--- config.mk ---
export PLATFORM = sky130hd
export DESIGN_NAME = control_unit_flat
export DESIGN_NICKNAME = d
export VERILOG_FILES = /design/src/rtl/cpu_pkg.sv /design/src/rtl/control_unit_if.sv /design/src/rtl/control_unit_select_encode.sv /design/src/rtl/control_unit.sv /design/src/flat_wrapper.sv
export SDC_FILE = /design/constraint.sdc
export NUM_CORES = 1
export LEC_CHECK = 0
export CAP_MARGIN = 40
export CORE_ASPECT_RATIO = 0.9
export CORE_MARGIN = 5
export CORE_UTILIZATION = 33
export CTS_CLUSTER_DIAMETER = 40
export DETAILED_ROUTE_END_ITERATION = 10
export GPL_TIMING_DRIVEN = 0
export PLACE_DENSITY = 0.87
export SETUP_SLACK_MARGIN = 0.1
export SYNTH_ARGS = -nofsm -noshare
export SYNTH_HDL_FRONTEND = slang
export SYNTH_HIERARCHICAL = 1
export SYNTH_SLANG_ARGS = --single-unit
--- constraint.sdc ---
create_clock -name clk -period 4.4 [get_ports clk]
set_input_delay 1.1 -clock clk [delete_from_list [all_inputs] [get_ports clk]]
set_output_delay 1.1 -clock clk [all_outputs]
set_load 0.02 [all_outputs]
--- src/rtl/cpu_pkg.sv ---
// Shared definitions for the hardwired control sequencer: opcodes, IR field
// positions, sequencer states and the per-state control word.
package cpu_pkg;
  localparam int NUM_REGS = 16;
  localparam int OP_W     = 5;
  localparam int IR_W     = 32;

  localparam int OPC_HI = 31, OPC_LO = 27;
  localparam int RA_HI  = 26, RA_LO  = 23;
  localparam int RB_HI  = 22, RB_LO  = 19;
  localparam int RC_HI  = 18, RC_LO  = 15;

  localparam logic [OP_W-1:0] OP_ADD  = 5'b00011, OP_SUB  = 5'b00100, OP_AND  = 5'b00101;
  localparam logic [OP_W-1:0] OP_OR   = 5'b00110, OP_ROR  = 5'b00111, OP_ROL  = 5'b01000;
  localparam logic [OP_W-1:0] OP_SHR  = 5'b01001, OP_SHRA = 5'b01010, OP_SHL  = 5'b01011;
  localparam logic [OP_W-1:0] OP_ADDI = 5'b01100, OP_ANDI = 5'b01101, OP_ORI  = 5'b01110;
  localparam logic [OP_W-1:0] OP_MUL  = 5'b01111, OP_DIV  = 5'b10000, OP_NEG  = 5'b10001;
  localparam logic [OP_W-1:0] OP_NOT  = 5'b10010, OP_MFHI = 5'b11000, OP_MFLO = 5'b11001;
  localparam logic [OP_W-1:0] OP_NOP  = 5'b11010, OP_HALT = 5'b11011;

  typedef enum logic [3:0] {
    S_RESET, S_T0, S_T1, S_T2, S_T3, S_T4, S_T5, S_T6, S_HALT
  } state_e;

  typedef enum logic [3:0] {
    C_ALU, C_IMM, C_MULDIV, C_UNARY, C_MFHI, C_MFLO, C_NOP, C_HALT, C_ILL
  } cls_e;

  typedef struct packed {
    logic pc_in, pc_out, mar_in, mdr_in, mdr_out, mdr_read, inc_pc, ir_in, y_in;
    logic zhi_in, zlo_in, zhi_out, zlo_out, hi_in, lo_in, hi_out, lo_out, c_out;
    logic gra, grb, grc, rin, rout, illegal;
    logic [OP_W-1:0] op_code;
  } ctrl_t;

  function automatic cls_e op_class(input logic [OP_W-1:0] op);
    if (op >= OP_ADD && op <= OP_SHL)       return C_ALU;
    else if (op >= OP_ADDI && op <= OP_ORI) return C_IMM;
    else if (op == OP_MUL || op == OP_DIV)  return C_MULDIV;
    else if (op == OP_NEG || op == OP_NOT)  return C_UNARY;
    else if (op == OP_MFHI)                 return C_MFHI;
    else if (op == OP_MFLO)                 return C_MFLO;
    else if (op == OP_NOP)                  return C_NOP;
    else if (op == OP_HALT)                 return C_HALT;
    else                                    return C_ILL;
  endfunction

  // Immediate forms reuse the register-form ALU operation.
  function automatic logic [OP_W-1:0] imm_alu_op(input logic [OP_W-1:0] op);
    case (op)
      OP_ANDI: return OP_AND;
      OP_ORI:  return OP_OR;
      default: return OP_ADD;
    endcase
  endfunction
endpackage

--- src/rtl/control_unit_if.sv ---
// Control-unit <-> datapath bundle: IR/stop in, every datapath strobe out.
interface control_unit_if #(parameter int NUM_REGS = cpu_pkg::NUM_REGS);
  import cpu_pkg::*;
  logic [IR_W-1:0]     ir;
  logic                stop;
  logic [NUM_REGS-1:0] r_in, r_out;
  logic pc_in, pc_out, mar_in, mdr_in, mdr_out, mdr_read, inc_pc, ir_in, y_in;
  logic zhi_in, zlo_in, zhi_out, zlo_out, hi_in, lo_in, hi_out, lo_out, c_out;
  logic [OP_W-1:0]     op_code;
  logic                run, illegal;

  modport master (
    input  ir, stop,
    output r_in, r_out, pc_in, pc_out, mar_in, mdr_in, mdr_out, mdr_read, inc_pc,
           ir_in, y_in, zhi_in, zlo_in, zhi_out, zlo_out, hi_in, lo_in, hi_out,
           lo_out, c_out, op_code, run, illegal
  );
  modport slave (
    output ir, stop,
    input  r_in, r_out, pc_in, pc_out, mar_in, mdr_in, mdr_out, mdr_read, inc_pc,
           ir_in, y_in, zhi_in, zlo_in, zhi_out, zlo_out, hi_in, lo_in, hi_out,
           lo_out, c_out, op_code, run, illegal
  );
endinterface

--- src/rtl/control_unit_select_encode.sv ---
// Register select/encode: picks Ra/Rb/Rc from the IR and decodes it one-hot
// onto the register write-enable and bus-drive lines.
module select_encode import cpu_pkg::*; #(
  parameter int NUM_REGS = cpu_pkg::NUM_REGS
) (
  input  logic [RA_HI:RC_LO]   ir,
  input  logic                 gra, grb, grc, rin, rout,
  output logic [NUM_REGS-1:0]  r_in,
  output logic [NUM_REGS-1:0]  r_out
);
  localparam int SEL_W = $clog2(NUM_REGS);

  logic [SEL_W-1:0]    sel;
  logic [NUM_REGS-1:0] onehot;

  always_comb begin
    sel = '0;
    if (gra)      sel = ir[RA_HI:RA_LO];
    else if (grb) sel = ir[RB_HI:RB_LO];
    else if (grc) sel = ir[RC_HI:RC_LO];
  end

  for (genvar i = 0; i < NUM_REGS; i++) begin : g_dec
    assign onehot[i] = (sel == SEL_W'(i));
  end

  assign r_in  = rin  ? onehot : '0;
  assign r_out = rout ? onehot : '0;
endmodule

--- src/rtl/control_unit.sv ---
// Hardwired Moore sequencer: fetch T0-T2, decode in T3, per-class execute
// through T6. Outputs depend only on the state register and ir.
module control_unit import cpu_pkg::*; #(
  parameter int NUM_REGS = cpu_pkg::NUM_REGS
) (
  input  logic             clk,
  input  logic             reset_n,
  control_unit_if.master   cu
);
  state_e          state_q, state_d;
  ctrl_t           ctrl;
  logic [OP_W-1:0] opc;
  cls_e            cls;

  assign opc = cu.ir[OPC_HI:OPC_LO];
  assign cls = op_class(opc);

  always_ff @(posedge clk or negedge reset_n) begin
    if (!reset_n) state_q <= S_RESET;
    else          state_q <= state_d;
  end

  always_comb begin
    state_d = state_q;
    ctrl    = '0;
    unique case (state_q)
      S_RESET: state_d = S_T0;
      S_T0: begin
        ctrl.pc_out = 1'b1; ctrl.mar_in = 1'b1; ctrl.inc_pc = 1'b1; ctrl.zlo_in = 1'b1;
        state_d = cu.stop ? S_HALT : S_T1;
      end
      S_T1: begin
        ctrl.zlo_out = 1'b1; ctrl.pc_in = 1'b1; ctrl.mdr_read = 1'b1; ctrl.mdr_in = 1'b1;
        state_d = S_T2;
      end
      S_T2: begin
        ctrl.mdr_out = 1'b1; ctrl.ir_in = 1'b1;
        state_d = S_T3;
      end
      S_T3: begin
        state_d = S_T0;
        case (cls)
          C_ALU, C_IMM: begin ctrl.grb = 1'b1; ctrl.rout = 1'b1; ctrl.y_in = 1'b1; state_d = S_T4; end
          C_MULDIV:     begin ctrl.gra = 1'b1; ctrl.rout = 1'b1; ctrl.y_in = 1'b1; state_d = S_T4; end
          C_UNARY: begin
            ctrl.grb = 1'b1; ctrl.rout = 1'b1; ctrl.zlo_in = 1'b1; ctrl.op_code = opc;
            state_d = S_T4;
          end
          C_MFHI:  begin ctrl.hi_out = 1'b1; ctrl.gra = 1'b1; ctrl.rin = 1'b1; end
          C_MFLO:  begin ctrl.lo_out = 1'b1; ctrl.gra = 1'b1; ctrl.rin = 1'b1; end
          C_HALT:  state_d = S_HALT;
          C_ILL:   ctrl.illegal = 1'b1;
          default: ;
        endcase
      end
      S_T4: begin
        state_d = S_T5;
        case (cls)
          C_ALU: begin ctrl.grc = 1'b1; ctrl.rout = 1'b1; ctrl.zlo_in = 1'b1; ctrl.op_code = opc; end
          C_IMM: begin ctrl.c_out = 1'b1; ctrl.zlo_in = 1'b1; ctrl.op_code = imm_alu_op(opc); end
          C_MULDIV: begin
            ctrl.grb = 1'b1; ctrl.rout = 1'b1; ctrl.zlo_in = 1'b1; ctrl.zhi_in = 1'b1;
            ctrl.op_code = opc;
          end
          C_UNARY: begin ctrl.zlo_out = 1'b1; ctrl.gra = 1'b1; ctrl.rin = 1'b1; state_d = S_T0; end
          default: state_d = S_T0;
        endcase
      end
      S_T5: begin
        state_d = S_T0;
        case (cls)
          C_ALU, C_IMM: begin ctrl.zlo_out = 1'b1; ctrl.gra = 1'b1; ctrl.rin = 1'b1; end
          C_MULDIV:     begin ctrl.zlo_out = 1'b1; ctrl.lo_in = 1'b1; state_d = S_T6; end
          default: ;
        endcase
      end
      S_T6: begin
        ctrl.zhi_out = 1'b1; ctrl.hi_in = 1'b1;
        state_d = S_T0;
      end
      S_HALT:  state_d = S_HALT;
      default: state_d = S_RESET;
    endcase
  end

  select_encode #(.NUM_REGS(NUM_REGS)) u_sel (
    .ir    (cu.ir[RA_HI:RC_LO]),
    .gra   (ctrl.gra),
    .grb   (ctrl.grb),
    .grc   (ctrl.grc),
    .rin   (ctrl.rin),
    .rout  (ctrl.rout),
    .r_in  (cu.r_in),
    .r_out (cu.r_out)
  );

  assign cu.pc_in    = ctrl.pc_in;
  assign cu.pc_out   = ctrl.pc_out;
  assign cu.mar_in   = ctrl.mar_in;
  assign cu.mdr_in   = ctrl.mdr_in;
  assign cu.mdr_out  = ctrl.mdr_out;
  assign cu.mdr_read = ctrl.mdr_read;
  assign cu.inc_pc   = ctrl.inc_pc;
  assign cu.ir_in    = ctrl.ir_in;
  assign cu.y_in     = ctrl.y_in;
  assign cu.zhi_in   = ctrl.zhi_in;
  assign cu.zlo_in   = ctrl.zlo_in;
  assign cu.zhi_out  = ctrl.zhi_out;
  assign cu.zlo_out  = ctrl.zlo_out;
  assign cu.hi_in    = ctrl.hi_in;
  assign cu.lo_in    = ctrl.lo_in;
  assign cu.hi_out   = ctrl.hi_out;
  assign cu.lo_out   = ctrl.lo_out;
  assign cu.c_out    = ctrl.c_out;
  assign cu.op_code  = ctrl.op_code;
  assign cu.illegal  = ctrl.illegal;
  assign cu.run      = (state_q != S_RESET) && (state_q != S_HALT);
endmodule

--- src/flat_wrapper.sv ---
// flat-port wrapper written by rule: the top's interface ports become plain ports
module control_unit_flat import cpu_pkg::*;
#(
  parameter int NUM_REGS = cpu_pkg::NUM_REGS
)
  (clk, reset_n, cu_ir, cu_stop, cu_r_in, cu_r_out, cu_pc_in, cu_pc_out, cu_mar_in, cu_mdr_in, cu_mdr_out, cu_mdr_read, cu_inc_pc, cu_ir_in, cu_y_in, cu_zhi_in, cu_zlo_in, cu_zhi_out, cu_zlo_out, cu_hi_in, cu_lo_in, cu_hi_out, cu_lo_out, cu_c_out, cu_op_code, cu_run, cu_illegal);
  control_unit_if #(.NUM_REGS(NUM_REGS)) cu_i ();
  input  logic clk;
  input  logic reset_n;
  input wire logic [$bits(cu_i.ir)-1:0] cu_ir;
  input wire logic [$bits(cu_i.stop)-1:0] cu_stop;
  output wire logic [$bits(cu_i.r_in)-1:0] cu_r_in;
  output wire logic [$bits(cu_i.r_out)-1:0] cu_r_out;
  output wire logic [$bits(cu_i.pc_in)-1:0] cu_pc_in;
  output wire logic [$bits(cu_i.pc_out)-1:0] cu_pc_out;
  output wire logic [$bits(cu_i.mar_in)-1:0] cu_mar_in;
  output wire logic [$bits(cu_i.mdr_in)-1:0] cu_mdr_in;
  output wire logic [$bits(cu_i.mdr_out)-1:0] cu_mdr_out;
  output wire logic [$bits(cu_i.mdr_read)-1:0] cu_mdr_read;
  output wire logic [$bits(cu_i.inc_pc)-1:0] cu_inc_pc;
  output wire logic [$bits(cu_i.ir_in)-1:0] cu_ir_in;
  output wire logic [$bits(cu_i.y_in)-1:0] cu_y_in;
  output wire logic [$bits(cu_i.zhi_in)-1:0] cu_zhi_in;
  output wire logic [$bits(cu_i.zlo_in)-1:0] cu_zlo_in;
  output wire logic [$bits(cu_i.zhi_out)-1:0] cu_zhi_out;
  output wire logic [$bits(cu_i.zlo_out)-1:0] cu_zlo_out;
  output wire logic [$bits(cu_i.hi_in)-1:0] cu_hi_in;
  output wire logic [$bits(cu_i.lo_in)-1:0] cu_lo_in;
  output wire logic [$bits(cu_i.hi_out)-1:0] cu_hi_out;
  output wire logic [$bits(cu_i.lo_out)-1:0] cu_lo_out;
  output wire logic [$bits(cu_i.c_out)-1:0] cu_c_out;
  output wire logic [$bits(cu_i.op_code)-1:0] cu_op_code;
  output wire logic [$bits(cu_i.run)-1:0] cu_run;
  output wire logic [$bits(cu_i.illegal)-1:0] cu_illegal;
  assign cu_i.ir = cu_ir;
  assign cu_i.stop = cu_stop;
  assign cu_r_in = cu_i.r_in;
  assign cu_r_out = cu_i.r_out;
  assign cu_pc_in = cu_i.pc_in;
  assign cu_pc_out = cu_i.pc_out;
  assign cu_mar_in = cu_i.mar_in;
  assign cu_mdr_in = cu_i.mdr_in;
  assign cu_mdr_out = cu_i.mdr_out;
  assign cu_mdr_read = cu_i.mdr_read;
  assign cu_inc_pc = cu_i.inc_pc;
  assign cu_ir_in = cu_i.ir_in;
  assign cu_y_in = cu_i.y_in;
  assign cu_zhi_in = cu_i.zhi_in;
  assign cu_zlo_in = cu_i.zlo_in;
  assign cu_zhi_out = cu_i.zhi_out;
  assign cu_zlo_out = cu_i.zlo_out;
  assign cu_hi_in = cu_i.hi_in;
  assign cu_lo_in = cu_i.lo_in;
  assign cu_hi_out = cu_i.hi_out;
  assign cu_lo_out = cu_i.lo_out;
  assign cu_c_out = cu_i.c_out;
  assign cu_op_code = cu_i.op_code;
  assign cu_run = cu_i.run;
  assign cu_illegal = cu_i.illegal;
  control_unit #(.NUM_REGS(NUM_REGS)) u_core (.clk(clk), .reset_n(reset_n), .cu(cu_i));
endmodule
# After elaboration in Yosys (flattened, before gate mapping)
# Index checks and enable logic that the tools add are counted.
[classes]
n_shift = 0
n_reduce_logical = 17
n_eq_ne = 41
n_mul = 0
order_cmp = 4
div_mod_pow = 0
add_sub_neg = 0
muxes = 54
n_bitwise = 0
[ops]
columns = ["operator", "count"]
rows = [
  ["$mux 4", 12],
  ["$eq 4x3->1 const B", 11],
  ["$eq 4x4->1 const B", 10],
  ["$eq 5x5->1 const B", 7],
  ["$mux 16", 2],
  ["$pmux 4 s8", 1],
  ["$eq 4x2->1 const B", 6],
  ["$mux 1", 24],
  ["$pmux 5 s2", 2],
  ["$eq 5x4->1 const B", 3],
  ["$eq 4x1->1 const B", 3],
  ["$logic_not 4->1", 3],
  ["$pmux 1 s3", 4],
  ["$le 5x4->1 const B", 2],
  ["$reduce_or 3->1", 3],
  ["$pmux 4 s2", 1],
  ["$reduce_or 2->1", 4],
  ["$mux 3", 2],
  ["$pmux 3 s2", 1],
  ["$ge 5x2->1 const B", 1],
  ["$ge 5x4->1 const B", 1],
  ["$mux 5", 1],
  ["$mux 2", 2],
  ["$ne 4x4->1 const B", 1],
  ["5 further kinds", 9],
]
[totals]
ramBits = 0
mem_bits_ro = 0
input_bits = 35
register_bits = 4
word_cells = 117
memories = 0
latchBits = 0

# Depth between registers and ports, before layout
[logic_depth]
ltp_word = 17
mapped_depth = 11
ltp_nobuf = 8

# Modules after synthesis
# The synthesis kept the hierarchy.
[modules_own_cells]
columns = ["mod", "n_inst", "area_per_inst_um2", "cells_each"]
rows = [
  ["control_unit", 1, 829.5, 119],
  ["select_encode", 1, 585.6, 71],
]

# Worst setup path before layout
# Ideal clock, no wire load.
[synth_path]
kind = "input to output"
from = "input cu_ir[31]"
to = "output cu_r_in[0]"
slack_ns = -0.446
cell_stages = 10
arrival_time_ns = 3.746
t_required_ns = 3.300
path_cell_list = "buf_2 > nor2b_1 > a22o_1 > o2bb2ai_1 > nor3b_2 > a21o_1 > buf_6 > and3b_1 > o21a_2 > nor4_1"
[synth_rtl]
columns = ["element", "line_no", "rtl"]
rows = [
  ["start, declared", "flat_wrapper.sv:10", "input wire logic [$bits(cu_i.ir)-1:0] cu_ir;"],
  ["end, declared", "flat_wrapper.sv:12", "output wire logic [$bits(cu_i.r_in)-1:0] cu_r_in;"],
]

==> impl_metrics.csv <==
group,metric,value,unit
global_route,grt_first_pass_wirelength,10700,microns
critical_path,end_kind,"output port",
synth,yosys_register_bits,4,
critical_path,critical_path_launch_point,"cu_ir[31]",
synth,yosysWarnings,6,
clock_network,htree_num_levels,1,
clock_network,path_clk_slew,30,ps
critical_path,worstSetupPathDepth,12,
synth,synth_top_area_cells,"nor4_1 (11%), nor4_2 (8.8%), dfrtp_1 (7.1%)",
detailed_routing,firstDrtPassIters,5,
clock_network,cts_root_buffer,"clkbuf_8",
synth,synth_nets,225,
floorplan,std_cell_rows,22,
critical_path,worstSetupPathType,"input port to output port",
place,hpwl_detailed,4100,microns
detailed_routing,vias,2205,
critical_path,crit-reg2reg-launch,"u_core/state_q[0]$_DFF_PN0_",
critical_path,critical-path-top-delay-family,"compound AO/OA/AOI/OAI gates",
critical_path,critical_path.cell_chain,"buf_2 -> buf_6 -> nor2b_4 -> a22o_4 -> o2bb2ai_4 -> buf_6 -> a2111oi_4 -> nor2b_4 -> a32oi_4 -> buf_12 -> nor4_4 -> buf_4",
layout,finalNetCount,349,
critical_path,slowest_stage_cell_on_the_critical_path,"a2111oi_4",
sta,hold-worst-slack,757,ps
layout,layout-drive-gt1-share,0.571,
hold_path,hold_class,"register to register",
critical_path,cp-endpoint,"cu_r_out[8]",
layout,diodes,0,
global_route,first_global_vias,2061,
sta,post-route-period-util,1.07,
detailed_routing,violation_count_after_the_first_detailed_routing_iteration,180,
synth,post_synth.cell_area_avg,7.45,sq um
synth,yosysTopAreaCellShare,0.106,
critical_path,startpoint_type,"input port",
critical_path,critical_path_arrival,3590,ps
sta,tightest_slew,675,ps
floorplan,die_outline_area,5700,sq um
critical_path,timing.reg2reg.setup_slack,2440,ps
place,port_buffers,75,
synth,synth.cell_area,1420,sq um
floorplan,die_y,72.1,microns
sta,hold_violations,0,
layout,num-fill-cells,216,
global_route,grt-ovfl-total,0,
layout,syn2layout_area_growth,140,%
clock_network,tritoncts,"built",
sta,period_needed,4690,ps
layout,largest_reg_flops,4,
power_and_ir_drop,total_power,974,uW
clock_network,cts.sink_count,4,
power_and_ir_drop,vdd_ir_drop_max,0.000257,V
floorplan,die_w,79.0,microns
power_and_ir_drop,p_per_area,287,nW/um^2
global_route,track_usage,0.231,
floorplan,initial_utilization,0.345,
synth,yosysTopAreaCell,"nor4_1",
critical_path,ff2ff_path_depth,5,
layout,max_flop_register,"u_core/state_q",
synth,synthesis.instances,190,
clock_network,cts-root-to-sink-buffers,2,
synth,ys.flop_type,"dfrtp_1",
synth,yosysMostFrequentCell,"nor4_1",
critical_path,critical_path_peak_fanout,7,
sta,finClkSkew,3.51,ps
clock_network,cts_buffers,3,
run,timing.max_cap.violations,0,
synth,number_of_synthesized_flops_with_an_enable_pin,0,
clock_network,ctsHoldBuffers,0,
layout,largest_registers,"u_core/state_q x4",
detailed_routing,detail_route.drc_violations,0,
critical_path,max_stage_delay,430,ps
run_status,status,"finished with violations",
critical_path,worstReg2RegEnd,"u_core/state_q[2]$_DFF_PN0_",
power_and_ir_drop,static-leakage-power,1.35,nW
critical_path,cp_data_required_time,3300,ps
critical_path,timing.critical_path.buf_inv,5,
sta,fmax,213,MHz
global_route,grt_max_degree,11,
synth,ys_seq_area_frac,0.0707,
sta,timing.max_slew.rel_slack,0.547,
global_route,grt_antenna_before_repair,0,
floorplan,ios,92,
synth,postSynth.asyncResetShare,1.00,
synth,synth_top_cells_by_count,"nor4_1 (24), nand2_1 (14), buf_4 (11), nor2_1 (11), nor4_2 (10)",
sta,grt_setup_unrepaired,"true",
run_status,failing_checks,"negative setup slack",
clock_network,clock_insertion_delay_worst_skew,220,ps
place,gp_routability_congestion,0.908,
floorplan,core,4100,sq um
detailed_routing,ant_nets,0,
detailed_routing,detail_route.vias_per_cell,6.13,
detailed_routing,totalWireLength,8120,microns
sta,timing.final.setup_violations,32,
sta,worst_slack,-295,ps
sta,slew_violations,0,
detailed_routing,detail_route.wl_per_cell,22.6,microns
synth,ys_types,56,
timing repair:
item                                    CTS  global route
pin swaps                                33            16
setup buffers                            34             7
cloned                                    3             1
endpoints found under the setup margin   43            34
resized for setup                       235            20
worst min-delay path: cells and delay by family, from the launching register on:
family / cells / cell delay, ps
compound gates: 2 / 190
buf+inv: 1 / 220
flops: 1 / 300
routing by layer:
metal	wire, microns	up-vias	GRT usage
met5	0	-	0
met4	260	0	0.0382
met3	473	31	0.0285
met2	4270	118	0.429
met1	3110	1086	0.289
li1	-	970	-
through the flow:
stage	setup TNS, ps	setup WS [ps]	utilization	instance area, sq um	instances
final	-6830	-295	0.826	3390	360
after global routing	-10320	-388	0.826	3390	360
after CTS	-2830	-146	0.784	3220	353
after detailed placement	-46980	-1540	0.658	2700	313
after global placement	-45400	-1480	0.658	2700	313
after floorplan	-1530	-81.4	-	1890	190
cell families (layout without fill, tap and decap cells):
kind of cell	after synthesis	count (layout)	share of synthesized area
simple gates	109	109	0.515
compound gates	41	41	0.233
buf+inv	32	154	0.150
flops	4	4	0.0707
xor+xnor	3	3	0.0239
mux	1	1	0.00707
where the power goes:
part	internal (mW)	leakage, nW	switching (mW)	total, mW
logic	0.360	1.28	0.469	0.829
registers	0.0525	0.0516	0.0131	0.0656
clock network	0.0585	0.0216	0.0210	0.0795
worst min path at each step:
stage,start,to,slack [ps],cells after the start
after floorplan,u_core/state_q[3]$_DFF_PN0_,u_core/state_q[0]$_DFF_PN0_,660,3
after global placement,u_core/state_q[3]$_DFF_PN0_,u_core/state_q[0]$_DFF_PN0_,730,3
after detailed placement,u_core/state_q[3]$_DFF_PN0_,u_core/state_q[0]$_DFF_PN0_,720,3
after CTS,u_core/state_q[3]$_DFF_PN0_,u_core/state_q[0]$_DFF_PN0_,730,3
after global routing,u_core/state_q[3]$_DFF_PN0_,u_core/state_q[0]$_DFF_PN0_,800,3
final,u_core/state_q[3]$_DFF_PN0_,u_core/state_q[0]$_DFF_PN0_,760,3
final cells by class:
class	instances	area, sq um	area share
repair buffers	119	1170	0.346
plain buffers	27	263	0.0775
well taps	48	60.1	0.0177
inverters	5	18.8	0.00554
clock buffers	3	41.3	0.0122
multi-input cells	154	1740	0.512
flip-flops and latches	4	100	0.0295
cells in the final DEF, fill, tap and decap left out, drive strengths merged, types with 3 or more instances in the layout:
cell	instances
o21ai	7
o211ai	3
nand2	14
nor3	10
a21o	3
clkbuf	9
nand4	3
nor2	11
nand3b	5
nand3	3
dfrtp	4
nor2b	7
nand2b	5
clkdlybuf4s50	38
inv	5
a31oi	4
buf	101
a22oi	3
nor4	34
nor3b	3
and3b	3
a21oi	7
a22o	3
(Power assumes the default switching activity.)
